$ cat src/rtl/incdec_unit.sv
`default_nettype none
// ============================================================================
//  Module   : incdec_unit
//  Purpose  : Parametrised increment / decrement / pass / clear unit with
//             wrap or saturate behaviour, signed or unsigned interpretation,
//             per-result flags and a 2-entry registered output buffer.
//  Ports    :
//    clk        in   system clock, rising edge
//    rst        in   asynchronous reset, active low
//    in_valid   in   request present
//    in_ready   out  unit can accept a request this cycle
//    in_data    in   operand A            [WIDTH]
//    in_step    in   unsigned step        [STEP_W]
//    in_op      in   00 inc, 01 dec, 10 pass, 11 clear
//    in_sat     in   1 = saturate, 0 = wrap
//    in_signed  in   1 = A is two's-complement
//    out_valid  out  result present at buffer head
//    out_ready  in   consumer takes the result
//    out_data   out  result               [WIDTH]
//    out_carry  out  unsigned carry / borrow
//    out_ovf    out  result out of range for the interpretation
//    out_sat    out  saturation applied
//    out_zero   out  out_data == 0
//  Revision : 1.0  initial release
// ============================================================================
module incdec_unit #(
  parameter int WIDTH  = 16,
  parameter int STEP_W = 4
) (
  input  logic              clk,
  input  logic              rst,
  input  logic              in_valid,
  output logic              in_ready,
  input  logic [WIDTH-1:0]  in_data,
  input  logic [STEP_W-1:0] in_step,
  input  logic [1:0]        in_op,
  input  logic              in_sat,
  input  logic              in_signed,
  output logic              out_valid,
  input  logic              out_ready,
  output logic [WIDTH-1:0]  out_data,
  output logic              out_carry,
  output logic              out_ovf,
  output logic              out_sat,
  output logic              out_zero
);

  // Entry layout: {carry, ovf, sat, zero, data}
  localparam int c_ew = WIDTH + 4;
  // Signed arithmetic needs two guard bits: a full-width unsigned step can
  // push a sign-extended operand beyond WIDTH+1 bits.
  localparam int c_xw = WIDTH + 2;

  localparam logic [WIDTH-1:0] c_umax = '1;
  localparam logic [WIDTH-1:0] c_smax = {1'b0, {(WIDTH-1){1'b1}}};
  localparam logic [WIDTH-1:0] c_smin = {1'b1, {(WIDTH-1){1'b0}}};
  localparam logic [c_xw-1:0]  c_smax_x = {3'b000, {(WIDTH-1){1'b1}}};
  localparam logic [c_xw-1:0]  c_smin_x = {3'b111, {(WIDTH-1){1'b0}}};

  // --------------------------------------------------------------------------
  // Arithmetic on the incoming request
  // --------------------------------------------------------------------------
  logic [WIDTH:0]   w_sum_u;
  logic [WIDTH:0]   w_dif_u;
  logic [c_xw-1:0]  w_a_s;
  logic [c_xw-1:0]  w_step_x;
  logic [c_xw-1:0]  w_sum_s;
  logic [c_xw-1:0]  w_dif_s;
  logic             w_inc_ovf_s;
  logic             w_dec_ovf_s;
  logic [WIDTH-1:0] w_res;
  logic             w_carry;
  logic             w_ovf;
  logic             w_satf;
  logic             w_zero;
  logic [c_ew-1:0]  w_entry;

  // Unsigned: bit WIDTH is the carry for inc and the borrow for dec, since
  // the magnitude of either result never reaches 2^(WIDTH+1).
  assign w_sum_u  = {1'b0, in_data} + {{(WIDTH+1-STEP_W){1'b0}}, in_step};
  assign w_dif_u  = {1'b0, in_data} - {{(WIDTH+1-STEP_W){1'b0}}, in_step};

  assign w_a_s    = {{2{in_data[WIDTH-1]}}, in_data};
  assign w_step_x = {{(c_xw-STEP_W){1'b0}}, in_step};
  assign w_sum_s  = w_a_s + w_step_x;
  assign w_dif_s  = w_a_s - w_step_x;

  assign w_inc_ovf_s = $signed(w_sum_s) > $signed(c_smax_x);
  assign w_dec_ovf_s = $signed(w_dif_s) < $signed(c_smin_x);

  always_comb begin
    w_res   = '0;
    w_carry = 1'b0;
    w_ovf   = 1'b0;
    case (in_op)
      2'b00: begin
        w_carry = w_sum_u[WIDTH];
        w_ovf   = in_signed ? w_inc_ovf_s : w_sum_u[WIDTH];
        if (in_sat && w_ovf) w_res = in_signed ? c_smax : c_umax;
        else                 w_res = w_sum_u[WIDTH-1:0];
      end
      2'b01: begin
        w_carry = w_dif_u[WIDTH];
        w_ovf   = in_signed ? w_dec_ovf_s : w_dif_u[WIDTH];
        if (in_sat && w_ovf) w_res = in_signed ? c_smin : '0;
        else                 w_res = w_dif_u[WIDTH-1:0];
      end
      2'b10:   w_res = in_data;
      default: w_res = '0;
    endcase
  end

  assign w_satf  = in_sat & w_ovf;
  assign w_zero  = (w_res == '0);
  assign w_entry = {w_carry, w_ovf, w_satf, w_zero, w_res};

  // --------------------------------------------------------------------------
  // 2-entry output FIFO
  // --------------------------------------------------------------------------
  logic            r_rdy_en;   // holds in_ready low until the first edge out of reset
  logic [1:0]      r_count;
  logic            r_wr_ptr;
  logic            r_rd_ptr;
  logic [c_ew-1:0] r_mem0;
  logic [c_ew-1:0] r_mem1;
  logic            w_push;
  logic            w_pop;
  logic            w_valid;
  logic [c_ew-1:0] w_head;

  assign in_ready = r_rdy_en & (r_count != 2'd2);
  assign w_valid  = (r_count != 2'd0);
  assign w_push   = in_valid & in_ready;
  assign w_pop    = w_valid & out_ready;
  assign w_head   = r_rd_ptr ? r_mem1 : r_mem0;

  always_ff @(posedge clk or negedge rst) begin
    if (!rst) begin
      r_rdy_en <= 1'b0;
      r_count  <= 2'd0;
      r_wr_ptr <= 1'b0;
      r_rd_ptr <= 1'b0;
      r_mem0   <= '0;
      r_mem1   <= '0;
    end else begin
      r_rdy_en <= 1'b1;
      if (w_push) begin
        if (r_wr_ptr) r_mem1 <= w_entry;
        else          r_mem0 <= w_entry;
        r_wr_ptr <= ~r_wr_ptr;
      end
      if (w_pop) r_rd_ptr <= ~r_rd_ptr;
      case ({w_push, w_pop})
        2'b10:   r_count <= r_count + 2'd1;
        2'b01:   r_count <= r_count - 2'd1;
        default: r_count <= r_count;
      endcase
    end
  end

  // Popped slots keep stale contents, so the outputs are masked when empty.
  assign out_valid = w_valid;
  assign out_data  = w_valid ? w_head[WIDTH-1:0] : '0;
  assign out_carry = w_valid & w_head[WIDTH+3];
  assign out_ovf   = w_valid & w_head[WIDTH+2];
  assign out_sat   = w_valid & w_head[WIDTH+1];
  assign out_zero  = w_valid & w_head[WIDTH];

endmodule
`default_nettype wire

$ cat config.mk
export PLATFORM = sky130hd
export DESIGN_NAME = incdec_unit
export DESIGN_NICKNAME = d
export VERILOG_FILES = /design/src/rtl/incdec_unit.sv
export SDC_FILE = /design/constraint.sdc
export NUM_CORES = 1
export LEC_CHECK = 0
export BUFFER_PORTS_ARGS = -buffer_cell sky130_fd_sc_hd__clkbuf_2
export CORE_UTILIZATION = 63
export DETAILED_ROUTE_END_ITERATION = 10
export PLACE_DENSITY = 0.86
export SYNTH_ARGS = -nofsm -noshare
export SYNTH_HDL_FRONTEND = slang
export SYNTH_SLANG_ARGS = --single-unit
$ cat constraint.sdc
create_clock -name clk -period 4.1 [get_ports clk]
set_input_delay 0.82 -clock clk [delete_from_list [all_inputs] [get_ports clk]]
set_output_delay 0.82 -clock clk [all_outputs]
set_load 0.01 [all_outputs]
# After elaboration in Yosys (flattened, before gate mapping)
# Index checks and enable logic that the tools add are counted.
# W data, S select, Z words.
[word_totals]
register_bits = 45
latchBits = 0
mem_bits_rw = 0
rom_bits = 0
word_cells = 49
mem_count = 0
[op_classes]
add_sub_neg = 6
multipliers = 0
div = 0
magnitude_cmp = 2
n_eq_ne = 5
shifts = 0
mux = 12
bitwise = 10
reduce_logical = 8
[op_table]
columns = ["operator", "n"]
rows = [
  ["$mux W16", 5],
  ["$pmux W16 S3", 1],
  ["$mux W20", 1],
  ["$add A16 B4 Y17", 1],
  ["$add A16 B5 Y17", 1],
  ["$gt A17 B16 Y1 const B", 1],
  ["$lt A17 B16 Y1 const B", 1],
  ["$sub A16 B4 Y17", 1],
  ["$sub A16 B5 Y17", 1],
  ["$logic_not A16 Y1", 1],
  ["$and A1 B1 Y1", 8],
  ["$eq A2 B1 Y1 const B", 2],
  ["$eq A2 B2 Y1 const B", 2],
  ["$pmux W1 S2", 2],
  ["$pmux W2 S2", 1],
  ["$reduce_and A2 Y1", 2],
  ["$reduce_bool A2 Y1", 2],
  ["$add A2 B1 Y2 const B", 1],
  ["$logic_and A1 B1 Y1", 2],
  ["$logic_not A2 Y1", 1],
  ["$mux W1", 2],
  ["$ne A2 B2 Y1 const B", 1],
  ["$not A1 Y1", 2],
  ["$sub A2 B1 Y2 const B", 1],
]

# Longest topological paths before layout
# Gate-level depths: netlist (run 1).
[depth]
ltp_word = 7
ltp_mapped = 13

# Worst setup path after synthesis (run 1)
# OpenSTA, ideal clock, no wires.
[synth_timing]
path_kind = "in2reg"
start = "in in_data[0]"
end = "reg r_mem0[16]"
arrival_time_ps = 3195
required_ps = 3978
slack_ps = 783
stages = 11
path_buffers = 0
cell_sequence = "ha_1 -> inv_1 -> fa_1 -> or2_2 -> a2111oi_0 -> and3_1 -> o21ai_2 -> o211a_1 -> nor4b_1 -> nand4b_1 -> o21ai_1"
[synth_between]
elab_chain_len = 7
elab_cells_between_ends = 14
classes_between = "add/sub: 4; order compare: 2; mux: 5; reduce/logical: 3"
[synth_rtl]
columns = ["item", "line_no", "rtl"]
rows = [
  ["start, declared", "34", "input logic [WIDTH-1:0] in_data,"],
  ["$sub A16 B5 Y17 / $add A16 B5 Y17 (equally long branches)", "86, 85", ""],
  ["$lt A17 B16 Y1 / $gt A17 B16 Y1 (equally long branches)", "89, 88", ""],
  ["$mux W1, on equally long branches", "104, 98", ""],
  ["$logic_and A1 B1 Y1, on equally long branches", "105, 99", ""],
  ["$mux W16, on equally long branches", "105, 99", ""],
  ["$pmux W16 S3 *", "95", "case (in_op)"],
  ["$logic_not A16 Y1 *", "114", "assign w_zero = (w_res == '0);"],
  ["end signal, assigned", "149", "else r_mem0 <= w_entry;"],
  ["end, declared", "124", "logic [c_ew-1:0] r_mem0;"],
]
# Every way passes the cells marked *; elsewhere a longest branch is shown, timed or not.
# A chain may end at the register's enable or synchronous reset.

# Final worst setup path (run 1)
[layout_timing]
start = "in in_data[0]"
end = "reg r_mem0[10]"
[layout_between]
elab_chain_len = 6
elab_cells_between_ends = 13
classes_between = "add/sub: 4; order compare: 2; mux: 5; reduce/logical: 2"
[layout_rtl]
columns = ["item", "line_no"]
rows = [
  ["$sub A16 B5 Y17 / $add A16 B5 Y17 (equally long branches)", "86, 85"],
  ["$lt A17 B16 Y1 / $gt A17 B16 Y1 (equally long branches)", "89, 88"],
  ["$mux W1, on equally long branches", "104, 98"],
  ["$logic_and A1 B1 Y1, on equally long branches", "105, 99"],
  ["$mux W16, on equally long branches", "105, 99"],
  ["$pmux W16 S3 *", "95"],
]
# Marks and branches as above.

==> out/results.ini, run 1 <==
[power]
p_leak_nw = 1.78
power_density_mw_per_mm2 = 483
ir_worst_vdd_uv = 409

[synth]
yosysTopAreaCellShare_pct = 31.0
netlist_area_mm2 = 0.00363
synth-compound-area-share_pct = 20.5
syn_area_per_cell_um2 = 8.40
synthSimpleGateAreaFrac_pct = 23.2
yosysWarnings = 0
muxShareOfSynthArea_pct = 11.0
ys_top_cells_by_area = dfrtp_1, mux2i_1, nand2_1
synth_nets = 471
yosysTopAreaCell = dfrtp_1
synth_top_flop_cell = dfrtp_1
synth_fa_ha_area_share_pct = 4.21
synth-seq-area-share_pct = 31.0
yosysUniqueCellTypes = 73
async_reset_ff_share_pct = 100
synthCells = 432
synth_seq_cells = 45
synth-edff-count = 0
synthXorXnorAreaFrac_pct = 4.10
synth_top_family_by_area = simple AND/OR/NAND/NOR gates

[grt]
grt_use_met1_pct = 42.7
met2_usage_pct = 51.1
grt_overflow = 0
antenna_found_initial = 0
grt.total_usage_pct = 31.7
gr-max-usage-layer = met2
grt_pass1_wl_mm = 15.1
met3_usage_pct = 5.29
grt_start_max_net_pins = 46
first_global_vias = 3140

[layout]
nets = 500
area_delta_synth_final_pct = 9.21
drive_gt1_share_pct = 20.1
antennaDiodeCount = 0

[worst_setup_path]
crit_type = in2reg
worstReg2RegEnd = r_count[1]$_DFFE_PN0P_
reg2reg_slack_ps = 2200
r2r-start = r_count[0]$_DFFE_PN0P_
path_max_fanout = 13
cp_data_arrival_time_ps = 3540
r2r_cells = 7
endpoint_kind = flop
cp_data_required_time_ps = 4290
cp-start-kind = primary input

[sta]
period_needed_ps = 3360
period_share_pct = 81.8
grt_setup_unrepaired = false
max_freq_mhz = 298
hold_viol = 0
drv_slew = 0
setup_viol = 0
setup_tns_ps = 0
tightest_slew_ps = 1140
finalClockSkew_ps = 7.89
setup_ws_ps = 744
slew_headroom_pct = 24.3

[clocking]
cts_resized = 0
cts_buffer_depth = 2
cts_tree = yes
cts.sinks = 45
cts_root_buf = clkbuf_8
cts_post_setup_buffers_inserted = 0
clk_pin_slew_ps = 80
worstSkewPairLatency_ps = 300
h-tree-depth = 2
numCtsBuffers = 5
postCtsHoldBufs = 0

[hold_path]
whs_endpoint = r_mem0[8]$_DFFE_PN0P_
hold_path_class = reg2reg
hold_path.startpoint = r_mem0[8]$_DFFE_PN0P_
min_path_cells = 2

[detailed_routing]
wl_per_cell_um = 17.3
drc = 0
viasPerCell = 6.49
ant_nets = 0
drt-initial-drc-count = 191
wl_mm = 9.22
vias = 3464
drt_first_pass_iters = 5

[die]
die-area_mm2 = 0.00607
rows = 27
die_y_um = 77.9
io-pin-count = 50
start_util_pct = 65.5
die_width_um = 77.9
core_mm2 = 0.00554

[placement]
numPortBuffers = 49
dp_hpwl_mm = 6.75
place_congestion = 0.976
dpl_worst_slack_ps = 483

[status]
outcome = complete, no violations

[run]
cap_violations = 0

## Yosys cell counts, drive strengths merged (3+ instances only)
| master | instances |
|---|---|
| nand2 | 50 |
| and3 | 5 |
| nand3 | 11 |
| o21ai | 36 |
| nor3 | 7 |
| nor4 | 10 |
| o21a | 4 |
| o211ai | 5 |
| or4 | 4 |
| or3 | 3 |
| xor2 | 5 |
| xnor2 | 12 |
| o221ai | 3 |
| a211oi | 7 |
| nand4 | 3 |
| nor2 | 46 |
| or2 | 4 |
| nor2b | 9 |
| ha | 9 |
| mux2i | 22 |
| clkbuf | 23 |
| a21o | 4 |
| dfrtp | 45 |
| a311oi | 3 |
| a21oi | 20 |
| mux2 | 16 |
| a21boi | 3 |
| o31ai | 5 |
| buf | 9 |
| inv | 14 |
## worst max-delay path, cell delays in order
cell	delay, ps
clkbuf_2	110
inv_1	60
ha_1	170
inv_1	60
fa_1	450
nor4bb_1	280
o21ai_0	130
a21o_1	250
a21oi_4	380
nor3_2	60
o31ai_1	330
nand2_1	140
mux2_2	290
## flip-flops by register name, summed over array words and instances (netlist names)
register,count
r_count,2
r_mem0,20
r_mem1,20
r_rd_ptr,1
r_rdy_en,1
r_wr_ptr,1
## how the worst max path moves through the flow
stage                     cells past startpoint                endpoint        from  slack (ps)
after CTS                                    12  r_mem0[16]$_DFFE_PN0P_  in_data[0]         810
after detailed placement                     12  r_mem0[16]$_DFFE_PN0P_  in_data[0]         480
final                                        13  r_mem0[10]$_DFFE_PN0P_  in_data[0]         740
after global routing                         13  r_mem1[16]$_DFFE_PN0P_  in_data[0]         570
after floorplan                              11  r_mem0[16]$_DFFE_PN0P_  in_data[0]         780
after global placement                       12  r_mem1[16]$_DFFE_PN0P_  in_data[0]         540
## routing by layer
| layer | routed length (µm) | part of all wire [%] |
|---|---|---|
| met3 | 785 | 8.5 |
| met2 | 4160 | 45 |
| met4 | 288 | 3.1 |
| met5 | 0 | 0 |
| met1 | 3980 | 43 |
## power breakdown
group | total, mW | internal [mW] | leakage [nW] | switching (mW)
clock | 0.342 | 0.199 | 0.0585 | 0.143
combinational | 0.814 | 0.366 | 1.15 | 0.449
sequential | 0.758 | 0.612 | 0.575 | 0.146
total | 1.91 | 1.18 | 1.78 | 0.738
## cell type report
| type | instances | area (µm²) |
|---|---|---|
| Multi-Input combinational cell | 340 | 2290 |
| Inverter | 15 | 56.3 |
| Clock buffer | 7 | 86.3 |
| Timing Repair Buffer | 54 | 283 |
| Sequential cell | 45 | 1130 |
| Tap cell | 72 | 90.1 |
| Clock inverter | 1 | 30.0 |
| Fill cell | 451 | 1580 |
## layout by cell type, fill, tap and decap left out, types with 4 or more instances in the layout
cell type  count
mux2_2        15
o31ai_1        4
buf_4          5
a21oi_1       18
clkbuf_8       6
and3_1         5
nor2_1        45
dfrtp_1       45
nand3_1       11
nand2_1       50
xnor2_1       12
o211ai_1       5
clkbuf_2      49
xor2_1         5
inv_1         14
ha_1           9
nor4_1         8
a211oi_1       7
nor2b_1        9
a21o_1         4
o21ai_1       12
o21ai_0       23
nor3_1         6
o21a_1         4
mux2i_1       22
## metrics by stage
step	power, mW	instances	hold slack, ps	util [%]	instance area, µm²
after floorplan	1.31	432	445	-	3630
after global placement	1.54	526	459	69.4	3840
after detailed placement	1.57	526	470	69.4	3840
after CTS	1.92	534	486	71.5	3960
after global routing	2.04	534	513	71.5	3960
final	1.91	534	482	71.5	3960
## logic make-up after synthesis
group | after synthesis
adders and majority gates | 11
xor gates and xnor gates | 17
other | 1
muxes | 38
DFF | 45
buffers and inverters | 47
and+or+nand+nor | 164
AOI/OAI and AO/OA | 109
(Power assumes the default switching activity.)
==> inputs of run 2 (changes only) <==
- ABC_AREA: default -> 1
- CORE_UTILIZATION: 63 -> 53
- PLACE_DENSITY: 0.86 -> 0.77
- clock period: 4.1 -> 2.7 ns (I/O delays scaled with it)
==> run 2 against run 1 <==
  * Sequential power is 44% higher
  * Synthesized area is 0.24% lower
  * Clock skew is 2.1 ps lower
  * Synthesized cell count is 26% higher
  * First-iteration DRC count is 24% higher
  * Die area is 18% higher
  * Cell count is 31% higher
  * Hold slack worse by 290 ps
  * Non-clock buffer count is 37 higher
  * Largest power group unchanged
==> out/results.ini, run 2 <==
[synth]
synth-compound-area-share_pct = 13.0  ; -7.5 points
synth_top_flop_cell = dfrtp_1
ys_top_cells_by_area = dfrtp_1, nand2_1, inv_1
synth_nets = 583  ; +24%
synth_commonest_cells = nand2_1, inv_1, o21ai_0, dfrtp_1, nor2_1
yosysWarnings = 0  ; unchanged
synthXorXnorAreaFrac_pct = 3.63  ; -0.47 points
synth_fa_ha_area_share_pct = 4.22  ; +0.010 points
synth-edff-count = 0  ; unchanged
synth_top_family_by_area = simple AND/OR/NAND/NOR gates
yosysTopAreaCellShare_pct = 31.1  ; +0.075 points
yosysMostFrequentCell = nand2_1
yosysTopAreaCell = dfrtp_1
muxShareOfSynthArea_pct = 0  ; -11 points
synth-seq-area-share_pct = 31.1  ; +0.075 points
synth_seq_cells = 45  ; unchanged
async_reset_ff_share_pct = 100  ; unchanged
syn_area_per_cell_um2 = 6.65  ; -21%
netlist_area_mm2 = 0.00362  ; -0.24%
yosysUniqueCellTypes = 43  ; -41%
synthSimpleGateAreaFrac_pct = 37.0  ; +14 points
synthCells = 544  ; +26%

[die]
die_width_um = 84.6  ; +8.7%
io-pin-count = 50  ; unchanged
die_y_um = 84.6  ; +8.7%
start_util_pct = 56.0  ; -9.4 points
rows = 29  ; +7.4%
core_mm2 = 0.00646  ; +17%
die-area_mm2 = 0.00716  ; +18%

[run]
cap_violations = 0  ; unchanged

[worst_setup_path]
path_max_fanout = 8  ; -5
cp-startpoint = in_data[0]
critical-path-slowest-cell = fa_1
cp_data_required_time_ps = 2940  ; -1350 ps
cp_data_arrival_time_ps = 2730  ; -810 ps
endpoint_kind = flop
reg2reg_slack_ps = 800  ; -1400 ps
r2r-start = r_count[0]$_DFFE_PN0P_
crit_type = in2reg
slowest_delay_ps = 380  ; -70 ps
crit_end = r_mem1[16]$_DFFE_PN0P_
worstReg2RegEnd = r_mem0[4]$_DFFE_PN0P_
r2r_cells = 8  ; +1
cp-start-kind = primary input
path_cells = clkbuf_2 -> inv_1 -> ha_1 -> inv_1 -> fa_1 -> nand3_1 -> nand3_2 -> nor2_2 -> nand2_1 -> nand2_2 -> nand3_2 -> nand3_1 -> nand3b_1 -> nor2_1 -> nand2_1 -> nor2_2 -> nand3_1 -> nand2_1

[sta]
grt_setup_unrepaired = false
setup_viol = 0  ; unchanged
max_freq_mhz = 401
period_share_pct = 92.3
finalClockSkew_ps = 5.80  ; -2.09 ps
drv_slew = 0  ; unchanged
setup_tns_ps = 0  ; unchanged
hold_viol = 0  ; unchanged
period_needed_ps = 2490

[clocking]
cts_buffer_depth = 2  ; unchanged
clk_pin_slew_ps = 80  ; about the same
postCtsHoldBufs = 0  ; unchanged
worstSkewPairLatency_ps = 300  ; about the same
cts_root_buf = clkbuf_8
h-tree-depth = 2  ; unchanged
cts_tree = yes
numCtsBuffers = 5  ; unchanged
cts.sinks = 45  ; unchanged

[grt]
grt.total_usage_pct = 26.0  ; -5.7 points
grt_pass1_wl_mm = 15.2  ; +0.73%
grt_start_max_net_pins = 28  ; -39%
gr-max-usage-layer = met2
grt_overflow = 0  ; unchanged
antenna_found_initial = 0  ; unchanged
first_global_vias = 3342  ; +6.4%
grt_use_met1_pct = 36.0  ; -6.7 points
met2_usage_pct = 43.4  ; -7.7 points
met3_usage_pct = 2.75  ; -2.5 points

[layout]
design_area_mm2 = 0.00433  ; +9.2%
stdcell_count = 700  ; +31%
final_util_pct = 67.0  ; -4.5 points
antennaDiodeCount = 0  ; unchanged
nets = 661  ; +32%
drive_gt1_share_pct = 22.6  ; +2.5 points
reg.largest.list = r_mem0 x20, r_mem1 x20, r_count x2
area_delta_synth_final_pct = 19.5
mostFrequentLayoutCells = nand2_1, inv_1, clkbuf_2
final_common_cell = nand2_1

[placement]
placed_area_mm2 = 0.00412  ; +7.1%
placed_cells = 686  ; +30%
place_congestion = 0.921  ; -5.7%
numPortBuffers = 49  ; unchanged
dp_hpwl_mm = 6.73  ; -0.36%

[detailed_routing]
vias = 3668  ; +5.9%
drc = 0  ; unchanged
drt-initial-drc-count = 237  ; +24%
wl_per_cell_um = 12.9  ; -25%
viasPerCell = 5.24  ; -19%
drt_first_pass_iters = 7  ; +2
wl_mm = 9.05  ; -1.8%
ant_nets = 0  ; unchanged

[status]
outcome = complete, no violations

[power]
p_leak_nw = 2.29  ; +28%
ir_worst_vdd_uv = 296  ; -27%
power_density_mw_per_mm2 = 683  ; +41%

[hold_path]
hold_path_class = in2async

[run 2: changes by cell type after synthesis, sizes merged, moves of 8 or more]
cell,delta
clkbuf,-10
inv,+56
mux2,-16
mux2i,-22
nand2,+130
nand3,+35
nor2b,-9
nor4,-9
o21ai,+13
xnor2,-10
xor2,+8
[run 2: timing repair]
item,CTS,global route
buffers inserted,0,4
setup endpoints to repair,0,11
resized for setup,0,12
[run 2: cells by family after synthesis]
| logic type | count (synthesis) |
|---|---|
| simple gates | 294 |
| buf+inv | 94 |
| compound gates | 84 |
| flops | 45 |
| xor+xnor | 15 |
| fa+ha+maj | 11 |
| other cells | 1 |
[run 2: report_power, final]
part           switching, mW  internal [mW]  leakage [nW]
Clock                  0.214          0.231        0.0542
Sequential             0.152          0.941         0.580
Combinational          0.855          0.561          1.65
[run 2: per-stage QoR]
step           hold WS (ps)  power, mW  worst slack [ps]
3_5_place_dp            460       2.50              -227
5_1_grt                 213       3.22              18.6
4_1_cts                 199       2.95              76.5
3_3_place_gp            456       2.45              -209
2_1_floorplan           244       1.97               174
6_report                194       2.95               208
[run 2: layer usage]
| metal | wire length (µm) | up-vias |
|---|---|---|
| met3 | 341 | 13 |
| met1 | 4200 | 1668 |
| met2 | 4340 | 100 |
| met4 | 161 | 0 |
| li1 | - | 1887 |
| met5 | 0 | - |
[run 2: area by class of cell]
cell class | count | area (µm²)
Clock buffer | 7 | 96.3
Clock inverter | 1 | 5.00
Fill cell | 606 | 2130
Inverter | 72 | 270
Multi-Input combinational cell | 407 | 2170
Sequential cell | 45 | 1130
Tap cell | 77 | 96.3
Timing Repair Buffer | 91 | 561
[run 2: worst max-delay path: cells and delay by family]
| kind | cells | cell delay (ps) |
|---|---|---|
| buf+inv | 3 | 210 |
| fa+ha+maj | 2 | 520 |
| simple gates | 13 | 1450 |
[run 2: worst min-delay path by stage]
stage / startpoint / cells past startpoint / to / slack, ps
6_report: rst / 1 / r_mem0[3]$_DFFE_PN0P_ / 190
5_1_grt: rst / 1 / r_mem0[18]$_DFFE_PN0P_ / 210
4_1_cts: rst / 1 / r_mem0[18]$_DFFE_PN0P_ / 200
3_5_place_dp: r_mem0[1]$_DFFE_PN0P_ / 2 / r_mem0[1]$_DFFE_PN0P_ / 460
3_3_place_gp: r_mem0[15]$_DFFE_PN0P_ / 2 / r_mem0[15]$_DFFE_PN0P_ / 460
2_1_floorplan: rst / 0 / r_count[0]$_DFFE_PN0P_ / 240
